## config.mk

```make
export PLATFORM = sky130hd
export DESIGN_NAME = hive_alu_logical_pipe
export DESIGN_NICKNAME = d
export VERILOG_FILES = /design/src/rtl/hive_alu_logical_pipe_pkg.sv /design/src/rtl/hive_alu_logical_pipe_ctrl.sv /design/src/rtl/hive_alu_logical_pipe.sv
export SDC_FILE = /design/constraint.sdc
export NUM_CORES = 1
export LEC_CHECK = 0
export ABC_AREA = 1
export CORE_MARGIN = 8
export CORE_UTILIZATION = 60
export DETAILED_ROUTE_END_ITERATION = 10
export PLACE_DENSITY = 0.8
export SYNTH_ARGS = -nofsm -noshare
export SYNTH_HDL_FRONTEND = slang
export SYNTH_SLANG_ARGS = --single-unit
```

## constraint.sdc

```tcl
create_clock -name clk_i -period 6.2 [get_ports clk_i]
set_input_delay 0.93 -clock clk_i [delete_from_list [all_inputs] [get_ports clk_i]]
set_output_delay 0.93 -clock clk_i [all_outputs]
set_load 0.1 [all_outputs]
```

## src/rtl/hive_alu_logical_pipe_pkg.sv

```systemverilog
// hive_alu_logical_pipe_pkg
// Shared types, default widths and generic bit helpers for the hive logic pipe.
//   lg_op_t     : logic operation encoding. lg_pop/lg_tzc are always reserved;
//                 they are only decoded when HIVE_LG_BITCNT_EN is defined.
//   HIVE_ALU_W  : default operand width.
//   HIVE_FLG_W  : flag vector width (decode uses bits 3:0).
//   Helpers work on an FN_W-wide container; only the low 'w' bits are
//   significant, so one function body serves every ALU_W up to FN_W.
package hive_alu_logical_pipe_pkg;

  localparam int HIVE_ALU_W = 32;
  localparam int HIVE_FLG_W = 4;
  localparam int FN_W       = 512;

  typedef enum logic [3:0] {
    lg_cpy = 4'd0,
    lg_nsb = 4'd1,
    lg_lim = 4'd2,
    lg_sat = 4'd3,
    lg_flp = 4'd4,
    lg_swp = 4'd5,
    lg_not = 4'd6,
    lg_and = 4'd7,
    lg_orr = 4'd8,
    lg_xor = 4'd9,
    lg_brx = 4'd10,
    lg_sgn = 4'd11,
    lg_lzc = 4'd12,
    lg_pop = 4'd13,
    lg_tzc = 4'd14
  } lg_op_t;

  // Bit reverse of the low w bits.
  function automatic logic [FN_W-1:0] flip(input logic [FN_W-1:0] v, input int w);
    logic [FN_W-1:0] r;
    r = '0;
    for (int i = 0; i < FN_W; i++)
      if (i < w) r[w-1-i] = v[i];
    return r;
  endfunction

  // Byte reverse of the low w bits (w is a multiple of 8).
  function automatic logic [FN_W-1:0] byte_swap(input logic [FN_W-1:0] v, input int w);
    logic [FN_W-1:0] r;
    r = '0;
    for (int i = 0; i < FN_W/8; i++)
      if (i < w/8) r[8*(w/8-1-i) +: 8] = v[8*i +: 8];
    return r;
  endfunction

  // Leading zero count of the low w bits; an all-zero value yields w.
  function automatic int lzc(input logic [FN_W-1:0] v, input int w);
    int r;
    r = w;
    for (int i = 0; i < FN_W; i++)
      if (i < w && v[i]) r = w - 1 - i;
    return r;
  endfunction

  // Trailing zero count of the low w bits; an all-zero value yields w.
  function automatic int tzc(input logic [FN_W-1:0] v, input int w);
    int r;
    r = w;
    for (int i = FN_W-1; i >= 0; i--)
      if (i < w && v[i]) r = i;
    return r;
  endfunction

  // Population count of the low w bits.
  function automatic int popcnt(input logic [FN_W-1:0] v, input int w);
    int r;
    r = 0;
    for (int i = 0; i < FN_W; i++)
      if (i < w && v[i]) r = r + 1;
    return r;
  endfunction

endpackage

```

## src/rtl/hive_alu_logical_pipe_ctrl.sv

```systemverilog
// hive_alu_logical_pipe_ctrl
// Reusable valid chain plus stall/ready generation for a STAGES-deep
// whole-pipe-stall pipeline (STAGES >= 2).
//   clk, rst_n : clock, async active-low reset
//   up_valid   : upstream op valid
//   up_ready   : pipe can accept this cycle
//   dn_valid   : last stage holds a valid result
//   dn_ready   : downstream accepts the result
//   adv        : all stages load this cycle (data registers use it as enable)
//   stage_vld  : per-stage valid bits, [0] is the first stage
// Handshake: a transfer happens on a clock edge where valid and ready are both
// high; valid never depends combinationally on ready, and an offered valid
// result is held unchanged until it transfers.
module hive_alu_logical_pipe_ctrl #(
  parameter int STAGES = 3
) (
  input  logic              clk,
  input  logic              rst_n,
  input  logic              up_valid,
  output logic              up_ready,
  output logic              dn_valid,
  input  logic              dn_ready,
  output logic              adv,
  output logic [STAGES-1:0] stage_vld
);

  logic stall;

  // Only a valid, unaccepted result freezes the pipe; bubbles keep flowing.
  assign stall    = stage_vld[STAGES-1] & ~dn_ready;
  assign adv      = ~stall;
  assign up_ready = ~stall;
  assign dn_valid = stage_vld[STAGES-1];

  always_ff @(posedge clk or negedge rst_n) begin
    if (!rst_n) begin
      stage_vld <= '0;
    end else if (adv) begin
      stage_vld <= {stage_vld[STAGES-2:0], up_valid};
    end
  end

endmodule

```

## src/rtl/hive_alu_logical_pipe.sv

```systemverilog
// hive_alu_logical_pipe
// Three-stage (IN/MID/OUT) flow-controlled logic unit with sideband tag.
// Fixed latency of 3 accepted cycles; any stall freezes all stages.
//   clk_i, rst_n_i     : clock, async active-low reset
//   valid_i / ready_o  : input handshake
//   lg_op_i            : operation (lg_op_t)
//   tag_i, a_i, b_i    : tag and operands
//   b_flg_i            : flags of B (bits 3:0 decoded in IN)
//   valid_o / ready_i  : output handshake
//   result_o, flg_o, tag_o : result with B flags and tag aligned to it
// Build option: HIVE_LG_BITCNT_EN adds lg_pop and lg_tzc; without it those
// encodings return 0 like any undefined op and no count logic is built.
module hive_alu_logical_pipe
  import hive_alu_logical_pipe_pkg::*;
#(
  parameter int ALU_W = HIVE_ALU_W,
  parameter int FLG_W = HIVE_FLG_W,
  parameter int TAG_W = 4
) (
  input  logic             clk_i,
  input  logic             rst_n_i,
  input  logic             valid_i,
  output logic             ready_o,
  input  lg_op_t           lg_op_i,
  input  logic [TAG_W-1:0] tag_i,
  input  logic [ALU_W-1:0] a_i,
  input  logic [ALU_W-1:0] b_i,
  input  logic [FLG_W-1:0] b_flg_i,
  output logic             valid_o,
  input  logic             ready_i,
  output logic [ALU_W-1:0] result_o,
  output logic [FLG_W-1:0] flg_o,
  output logic [TAG_W-1:0] tag_o
);

  localparam int LZC_W = $clog2(ALU_W) + 1;
  localparam logic [ALU_W-1:0] SAT_MAX = {1'b0, {(ALU_W-1){1'b1}}};
  localparam logic [ALU_W-1:0] SAT_MIN = {1'b1, {(ALU_W-1){1'b0}}};
  localparam logic [ALU_W-1:0] ONE     = {{(ALU_W-1){1'b0}}, 1'b1};

  logic       adv;
  logic [2:0] stage_vld;

  hive_alu_logical_pipe_ctrl #(.STAGES(3)) u_ctrl (
    .clk       (clk_i),
    .rst_n     (rst_n_i),
    .up_valid  (valid_i),
    .up_ready  (ready_o),
    .dn_valid  (valid_o),
    .dn_ready  (ready_i),
    .adv       (adv),
    .stage_vld (stage_vld)
  );

  // IN stage: capture operands and decode the B flags.
  lg_op_t           op1;
  logic [ALU_W-1:0] a1, b1;
  logic [FLG_W-1:0] flg1;
  logic [TAG_W-1:0] tag1;
  logic             olm1, ulm1, ofl1, ufl1;

  always_ff @(posedge clk_i or negedge rst_n_i) begin
    if (!rst_n_i) begin
      op1 <= lg_cpy; a1 <= '0; b1 <= '0; flg1 <= '0; tag1 <= '0;
      olm1 <= 1'b0; ulm1 <= 1'b0; ofl1 <= 1'b0; ufl1 <= 1'b0;
    end else if (adv) begin
      op1  <= lg_op_i;
      a1   <= a_i;
      b1   <= b_i;
      flg1 <= b_flg_i;
      tag1 <= tag_i;
      olm1 <= ~b_flg_i[3] & b_flg_i[2];
      ulm1 <= b_flg_i[3];
      ofl1 <= ~b_flg_i[3] & (b_flg_i[2] | b_flg_i[0]);
      ufl1 <= b_flg_i[3] & ~(b_flg_i[1] & b_flg_i[0]);
    end
  end

  // MID stage: intermediate results from the generic helpers.
  logic [FN_W-1:0]  b_ext, flip_v, swap_v;
  logic [31:0]      lzc_v;
  logic [ALU_W-1:0] res_b_n, res_bb_n, res_ab_n;

  always_comb begin
    b_ext = '0;
    b_ext[ALU_W-1:0] = b1;
  end

  assign flip_v = flip(b_ext, ALU_W);
  assign swap_v = byte_swap(b_ext, ALU_W);
  assign lzc_v  = lzc(b_ext, ALU_W);

  always_comb begin
    res_b_n = b1;
    case (op1)
      lg_nsb:  res_b_n = {~b1[ALU_W-1], b1[ALU_W-2:0]};
      lg_lim:  res_b_n = olm1 ? '1 : (ulm1 ? '0 : b1);
      lg_sat:  res_b_n = ofl1 ? SAT_MAX : (ufl1 ? SAT_MIN : b1);
      default: res_b_n = b1;
    endcase
    case (op1)
      lg_flp:  res_bb_n = flip_v[ALU_W-1:0];
      lg_swp:  res_bb_n = swap_v[ALU_W-1:0];
      default: res_bb_n = ~b1;
    endcase
    case (op1)
      lg_orr:  res_ab_n = a1 | b1;
      lg_xor:  res_ab_n = a1 ^ b1;
      default: res_ab_n = a1 & b1;
    endcase
  end

  lg_op_t           op2;
  logic [ALU_W-1:0] res_b2, res_bb2, res_ab2;
  logic             brx2, neg2, bz2;
  logic [LZC_W-1:0] lzc2;
  logic [FLG_W-1:0] flg2;
  logic [TAG_W-1:0] tag2;

  always_ff @(posedge clk_i or negedge rst_n_i) begin
    if (!rst_n_i) begin
      op2 <= lg_cpy; res_b2 <= '0; res_bb2 <= '0; res_ab2 <= '0;
      brx2 <= 1'b0; neg2 <= 1'b0; bz2 <= 1'b0; lzc2 <= '0;
      flg2 <= '0; tag2 <= '0;
    end else if (adv) begin
      op2     <= op1;
      res_b2  <= res_b_n;
      res_bb2 <= res_bb_n;
      res_ab2 <= res_ab_n;
      brx2    <= ^b1;
      neg2    <= b1[ALU_W-1];
      bz2     <= (b1 == '0);
      lzc2    <= lzc_v[LZC_W-1:0];
      flg2    <= flg1;
      tag2    <= tag1;
    end
  end

`ifdef HIVE_LG_BITCNT_EN
  logic [31:0]      pop_v, tzc_v;
  logic [LZC_W-1:0] pop2, tzc2;

  assign pop_v = popcnt(b_ext, ALU_W);
  assign tzc_v = tzc(b_ext, ALU_W);

  always_ff @(posedge clk_i or negedge rst_n_i) begin
    if (!rst_n_i) begin
      pop2 <= '0; tzc2 <= '0;
    end else if (adv) begin
      pop2 <= pop_v[LZC_W-1:0];
      tzc2 <= tzc_v[LZC_W-1:0];
    end
  end

  logic unused_cnt;
  assign unused_cnt = ^{pop_v[31:LZC_W], tzc_v[31:LZC_W]};
`endif

  // OUT stage: final select. Unknown encodings give a clean 0.
  logic [ALU_W-1:0] out_n;

  always_comb begin
    out_n = '0;
    case (op2)
      lg_cpy, lg_nsb, lg_lim, lg_sat: out_n = res_b2;
      lg_flp, lg_swp, lg_not:         out_n = res_bb2;
      lg_and, lg_orr, lg_xor:         out_n = res_ab2;
      lg_brx:  out_n = brx2 ? '1 : '0;
      lg_sgn:  out_n = neg2 ? '1 : (bz2 ? '0 : ONE);
      lg_lzc:  out_n = {{(ALU_W-LZC_W){1'b0}}, lzc2};
`ifdef HIVE_LG_BITCNT_EN
      lg_pop:  out_n = {{(ALU_W-LZC_W){1'b0}}, pop2};
      lg_tzc:  out_n = {{(ALU_W-LZC_W){1'b0}}, tzc2};
`endif
      default: out_n = '0;
    endcase
  end

  always_ff @(posedge clk_i or negedge rst_n_i) begin
    if (!rst_n_i) begin
      result_o <= '0; flg_o <= '0; tag_o <= '0;
    end else if (adv) begin
      result_o <= out_n;
      flg_o    <= flg2;
      tag_o    <= tag2;
    end
  end

  // Helper containers are wider than the datapath; the top bits are always 0.
  logic unused_bits;
  assign unused_bits = ^{flip_v[FN_W-1:ALU_W], swap_v[FN_W-1:ALU_W],
                         lzc_v[31:LZC_W], stage_vld};

endmodule

```

Yosys cells after proc, flatten, opt, wreduce, memory -nomap -nowiden
Index checks and enable logic that the tools add are counted.
{"block": "word_totals", "regBits": 240, "input_bits": 80, "output_inout_bits": 42, "wordCells": 106}
{"block": "classes", "n_eq_ne": 19, "n_mux": 43, "bitwise": 15, "reduce_logical": 6}
{"op": "$mux 32", "count": 6}
{"op": "$mux 6", "count": 32}
{"op": "$pmux 32 s6", "count": 1}
{"op": "$pmux 32 s2", "count": 2}
{"op": "$pmux 32 s3", "count": 1}
{"op": "$and 32x32->32", "count": 1}
{"op": "$logic_not 32->1", "count": 1}
{"op": "$not 32->32", "count": 1}
{"op": "$or 32x32->32", "count": 1}
{"op": "$reduce_xor 32->1", "count": 1}
{"op": "$xor 32x32->32", "count": 1}
{"op": "$eq 4x4->1 const B", "count": 7}
{"op": "$eq 4x3->1 const B", "count": 6}
{"op": "$eq 4x2->1 const B", "count": 4}
{"op": "$eq 4x1->1 const B", "count": 2}
{"op": "$reduce_or 3->1", "count": 2}
{"op": "$and 1x1->1", "count": 5}
{"op": "$not 1->1", "count": 5}
{"op": "$logic_not 4->1", "count": 1}
{"op": "$reduce_or 4->1", "count": 1}
{"op": "$mux 1", "count": 1}
{"op": "$or 1x1->1", "count": 1}

Logic depth before layout (Yosys ltp)
{"block": "depth", "ltp_word": 32, "depth_mapped": 32, "ltp_nobuf": 32}

By module
From an unflattened synthesis, not the netlist that was laid out.
{"block": "unflattened", "cells_unflattened": 1553, "area_unflattened_um2": 12971.2}
{"mod": "hive_alu_logical_pipe", "n_inst": 1, "cells_per_inst": 1538, "area_each_um2": 12838.6, "seq_area_each_um2": 5905.7}
{"mod": "hive_alu_logical_pipe_ctrl", "n_inst": 1, "cells_per_inst": 15, "area_each_um2": 132.6, "seq_area_each_um2": 75.1}

Worst setup path before layout
No wires, ideal clock.
{"block": "synth_timing", "path_kind": "in2out", "from": "input ready_i", "to": "output ready_o", "t_arrival_ps": 2364, "required_ps": 5270, "slack_ps": 2906, "path_stages": 4, "n_path_buf": 2, "cell_sequence": "nor2_1 inv_2 clkbuf_1 clkbuf_1"}
{"block": "synth_via", "elab_chain_len": 3}
{"item": "start: declaration", "line_no": "hive_alu_logical_pipe.sv:30", "rtl": "input logic ready_i,"}
{"item": "$not 1->1", "line_no": "hive_alu_logical_pipe_ctrl.sv:30", "rtl": "assign stall = stage_vld[STAGES-1] & ~dn_ready;"}
{"item": "$and 1x1->1", "line_no": "hive_alu_logical_pipe_ctrl.sv:30"}
{"item": "$not 1->1"}
{"item": "end: declaration", "line_no": "hive_alu_logical_pipe.sv:23", "rtl": "output logic ready_o,"}
No other way between the ends.

Worst setup path after layout
Same ends and word-level chain as after synthesis.

==> summary.md <==
| Metric | Value |
|---|---|
| Number of I/O port buffers | 121 |
| Width of the chip | approximately 160 µm |
| Critical path required time | about 5.3 ns |
| M3 GR Usage | approximately 4.7% |
| Worst slew slack as a fraction of its limit | under 10% |
| Startpoint of the lowest-slack register-to-register path | op1[0] |
| Area added between synthesis and finish | 17.5% |
| Share of post-route cells with drive strength above 1 | under 10% |
| H-tree depth reported by CTS | 1 |
| Final min period | 3.93 ns |
| Portion of netlist area occupied by mux cells | 0% |
| Kind of critical path | in2out |
| Initial cell density of the core | 60.6% |
| Power per cell area | 513 nW/µm² |
| Mean instance size in the synthesized netlist | about 8.6 µm² |
| Number of nets in the final layout | between 1500 and 2000 |
| Final Wtd Congestion | 0.878 |
| Most numerous cell on the critical path | sky130_fd_sc_hd__clkdlybuf4s50_1 |
| Number of instances in the synthesized netlist | between 1500 and 2000 |
| Peak per-stage delay on the critical path | ~1.2 ns |
| Rows | between 50 and 60 |
| Synth warnings | 0 |
| Max Freq | around 250 MHz |
| Overall Global Routing Usage | around a quarter |
| Average detailed-routed wire length per instance | between 15 and 20 µm |
| Number of iterations in the first detailed-routing pass | 5 |
| Launching element type of the critical path | primary input |
| Simple-Gate Fraction of Synth Area | between 10% and 20% |
| Reg2Reg Setup Slack | 3.17 ns |
| Maximum vdd ir drop | 0.344 mV |
| Internal power | 4.43 mW |
| Sequential group share of total power | 31.9% |
| WHS | approximately 0.27 ns |
| Post-cts sizing count | 0 |
| Number of buffer and inverter instances along the worst setup path | 3 |
| Total routed wirelength | 35.6 mm |
| Most frequent cells in the layout | sky130_fd_sc_hd__nand2_1 (288), sky130_fd_sc_hd__dfrtp_1 (239), sky130_fd_sc_hd__o21ai_0 (202) |
| Total negative slack | 0 ns |
| #FFs+latches synth | ~240 |
| Clock-pin slew reported for the worst setup and hold paths after clock tree synthesis | roughly 0.060 ns |
| Total congestion overflow after global routing | 0 |
| Dominant combinational cell family by area after synthesis | compound AO/OA/AOI/OAI gates |
| Highest-delay cell along the critical path | sky130_fd_sc_hd__clkdlybuf4s50_1 |
| Adder-cell share of the synthesized area | 7.71% |
| Antenna diode instance count | 0 |
| Number of fillers in the final layout | between 1500 and 2000 |
| Final Max Tran Viols | 0 |
| Number of routed nets with antenna violations | 0 |
| Number of failing setup endpoints in the final timing report | 0 |
| Dpl hpwl | 22.2 mm |
| Detailed-route via count | ~12000 |
| DR iter-0 viols | around 1500 |
| RSZ-0062 raised after global routing | no |
| Antenna violations before repair | 0 |
| Compound-Gate Fraction of Synth Area | between 20% and 30% |
| Total Die Area | 26900 µm² |
| Maximum fanout encountered on the critical timing path | 53 |
| Part of the total power dissipated in combinational logic | 45.4% |
| Y dimension of the die | roughly 160 µm |
| First-pass GRT wire length | slightly below 60 mm |
| Cell depth of the worst flop-to-flop path | 6 |
| TritonCTS clock tree | built |
| Core Area | between 20000 and 25000 µm² |
| Slew at the pin closest to its max-slew limit | ~1.4 ns |
| Final Hold Viols | 0 |
| CTS Buffer Depth | 3 |
| Net Count, Synth | 1697 |
| Met1 Resource Use GR | a little over a third |
| Crit end category | primary output |
| Maxcap violations | 0 |
| Arrival time of data at the critical path endpoint | about 3.0 ns |
| Commonest non-fill, non-tap cell in the layout | sky130_fd_sc_hd__nand2_1 |
| Vias in the first global route | between 10000 and 15000 |
| Crit share post-route | approximately 63% |
| Number of vias per cell | around 6.2 |
| Run status | finished clean |
| GR Layer Usage met2 | 41.0% |
| Cell depth of the worst setup path | 4 |
| Net switching power | 3.49 mW |
| Static power due to leakage | approximately 7.0 nW |
| I/O Pins | around 120 |
| Hold Crit Class | in2async |
| Largest net degree at the start of global routing | approximately 230 |
| Share of total power in the clock network | around 23% |
| Clock Sink Count | about 240 |
| Num CTS Buffers | 27 |
| CP cell instances | clkdlybuf4s50_1, nor2_4, inv_6, clkdlybuf4s50_1 |
| Count of hold-fix buffers inserted at cts | 0 |
| Count of buffers added by post-CTS timing repair for setup | 0 |
| CP top delay family | buffers and inverters |
| Clock latency on the worst-skew pair | 0.54 ns |
| Sequential area share after synthesis | between 40% and 50% |
| Final routed DRC violation total | 0 |
| Switching share of total power | between 40% and 50% |
| Post-synthesis xor/xnor area fraction | less than 1% |
| Worst clock skew on the final layout | 0.0119 ns |
| Netlist cell types | 36 |
| Most crowded layer after global routing | met2 |
| End of the worst register-to-register path | res_bb2[14] |
| Mapped cell area | roughly 13000 µm² |
| CTS Root Cell | sky130_fd_sc_hd__clkbuf_16 |
-- power groups by stage --
stage	Combinational (mW)	Sequential [mW]	Clock, mW
finish	3.60	2.53	1.80
global route	3.90	2.59	1.89
CTS	3.58	2.52	1.82
detailed placement	3.56	2.53	0
global placement	3.45	2.51	0
floorplan	1.86	3.28	0
-- worst max path at each step --
| stage | startpoint | endpoint | slack [ns] |
|---|---|---|---|
| floorplan | ready_i | ready_o | 2.91 |
| global placement | ready_i | ready_o | 2.27 |
| detailed placement | ready_i | ready_o | 2.27 |
| CTS | ready_i | ready_o | 2.26 |
| global route | ready_i | ready_o | 2.23 |
| finish | ready_i | ready_o | 2.27 |
-- through the flow --
stage / util [%] / setup WS, ns / instances / total power, mW / area [µm²]
5_1_grt: 71.2 / 2.23 / 1888 / 8.38 / 15400
3_3_place_gp: 66.5 / 2.27 / 1838 / 5.95 / 14400
3_5_place_dp: 66.5 / 2.27 / 1838 / 6.09 / 14400
2_1_floorplan: - / 2.91 / 1536 / 5.14 / 13100
6_report: 71.2 / 2.27 / 1888 / 7.93 / 15400
4_1_cts: 71.2 / 2.26 / 1888 / 7.91 / 15400
-- cell type report --
class | count | area (µm²) | area share (%)
Clock buffer | 34 | 742 | 4.81
Clock inverter | 16 | 270 | 1.75
Inverter | 130 | 851 | 5.51
Multi-Input combinational cell | 1056 | 5910 | 38.3
Sequential cell | 239 | 5980 | 38.7
Tap cell | 280 | 350 | 2.27
Timing Repair Buffer | 133 | 1330 | 8.62
-- sequential cells by signal, indices dropped and copies added, names as in the netlist --
register and flops:
b1 32, res_bb2 32, bz2 1, olm1 1, neg2 1, flg2 4
flg1 4, tag_o 4, op1 4, tag1 4, a1 32, op2 4
ofl1 1, res_ab2 32, res_b2 32, brx2 1, u_ctrl.stage_vld 3, tag2 4
lzc2 6, flg_o 4, ufl1 1, result_o 32
-- cells by family (layout without fill, tap and decap cells) --
| kind of cell | after synthesis | in the layout |
|---|---|---|
| AO/OA/AOI/OAI | 520 | 520 |
| flip-flops | 239 | 239 |
| buffers and inverters | 241 | 313 |
| XOR/XNOR | 15 | 15 |
| AND/OR/NAND/NOR | 440 | 440 |
| adder cells (fa/ha/maj) | 81 | 81 |
-- synthesized netlist by cell type, drive strengths merged --
library cell / instances / area [µm²]
or2: 1 / 6.26
clkbuf: 102 / 393
o31ai: 1 / 7.51
nor4: 2 / 12.5
a221oi: 31 / 272
xor2: 2 / 17.5
a311oi: 1 / 8.76
bufinv: 20 / 400
inv: 104 / 393
buf: 9 / 41.3
o22a: 14 / 123
nor3: 2 / 10.0
nor2: 59 / 224
dfrtp: 239 / 5980
a2111oi: 26 / 228
o21ai: 310 / 1560
xnor2: 13 / 114
ha: 81 / 1010
nand4: 5 / 31.3
nand2: 288 / 1080
clkinv: 6 / 52.6
o311ai: 1 / 8.76
nand3: 83 / 415
o22ai: 36 / 225
o2111ai: 6 / 52.6
o211ai: 2 / 15.0
a21oi: 91 / 455
a211oi: 1 / 7.51
-- worst reg2reg max path: cells and delay by family, from the launching register on --
family | cells | cell delay (ns)
DFF | 1 | 0.40
AOI/OAI and AO/OA | 3 | 0.75
and+or+nand+nor | 2 | 1.69
buffers and inverters | 1 | 0.10
-- metal layers --
layer  vias up  share of wire, %
li1       5400                 -
met1      5611                43
met2       607                46
met3        60               9.2
met4         0               1.9
met5         -                 0
No activity file was read; power rests on OpenSTA's default activity.
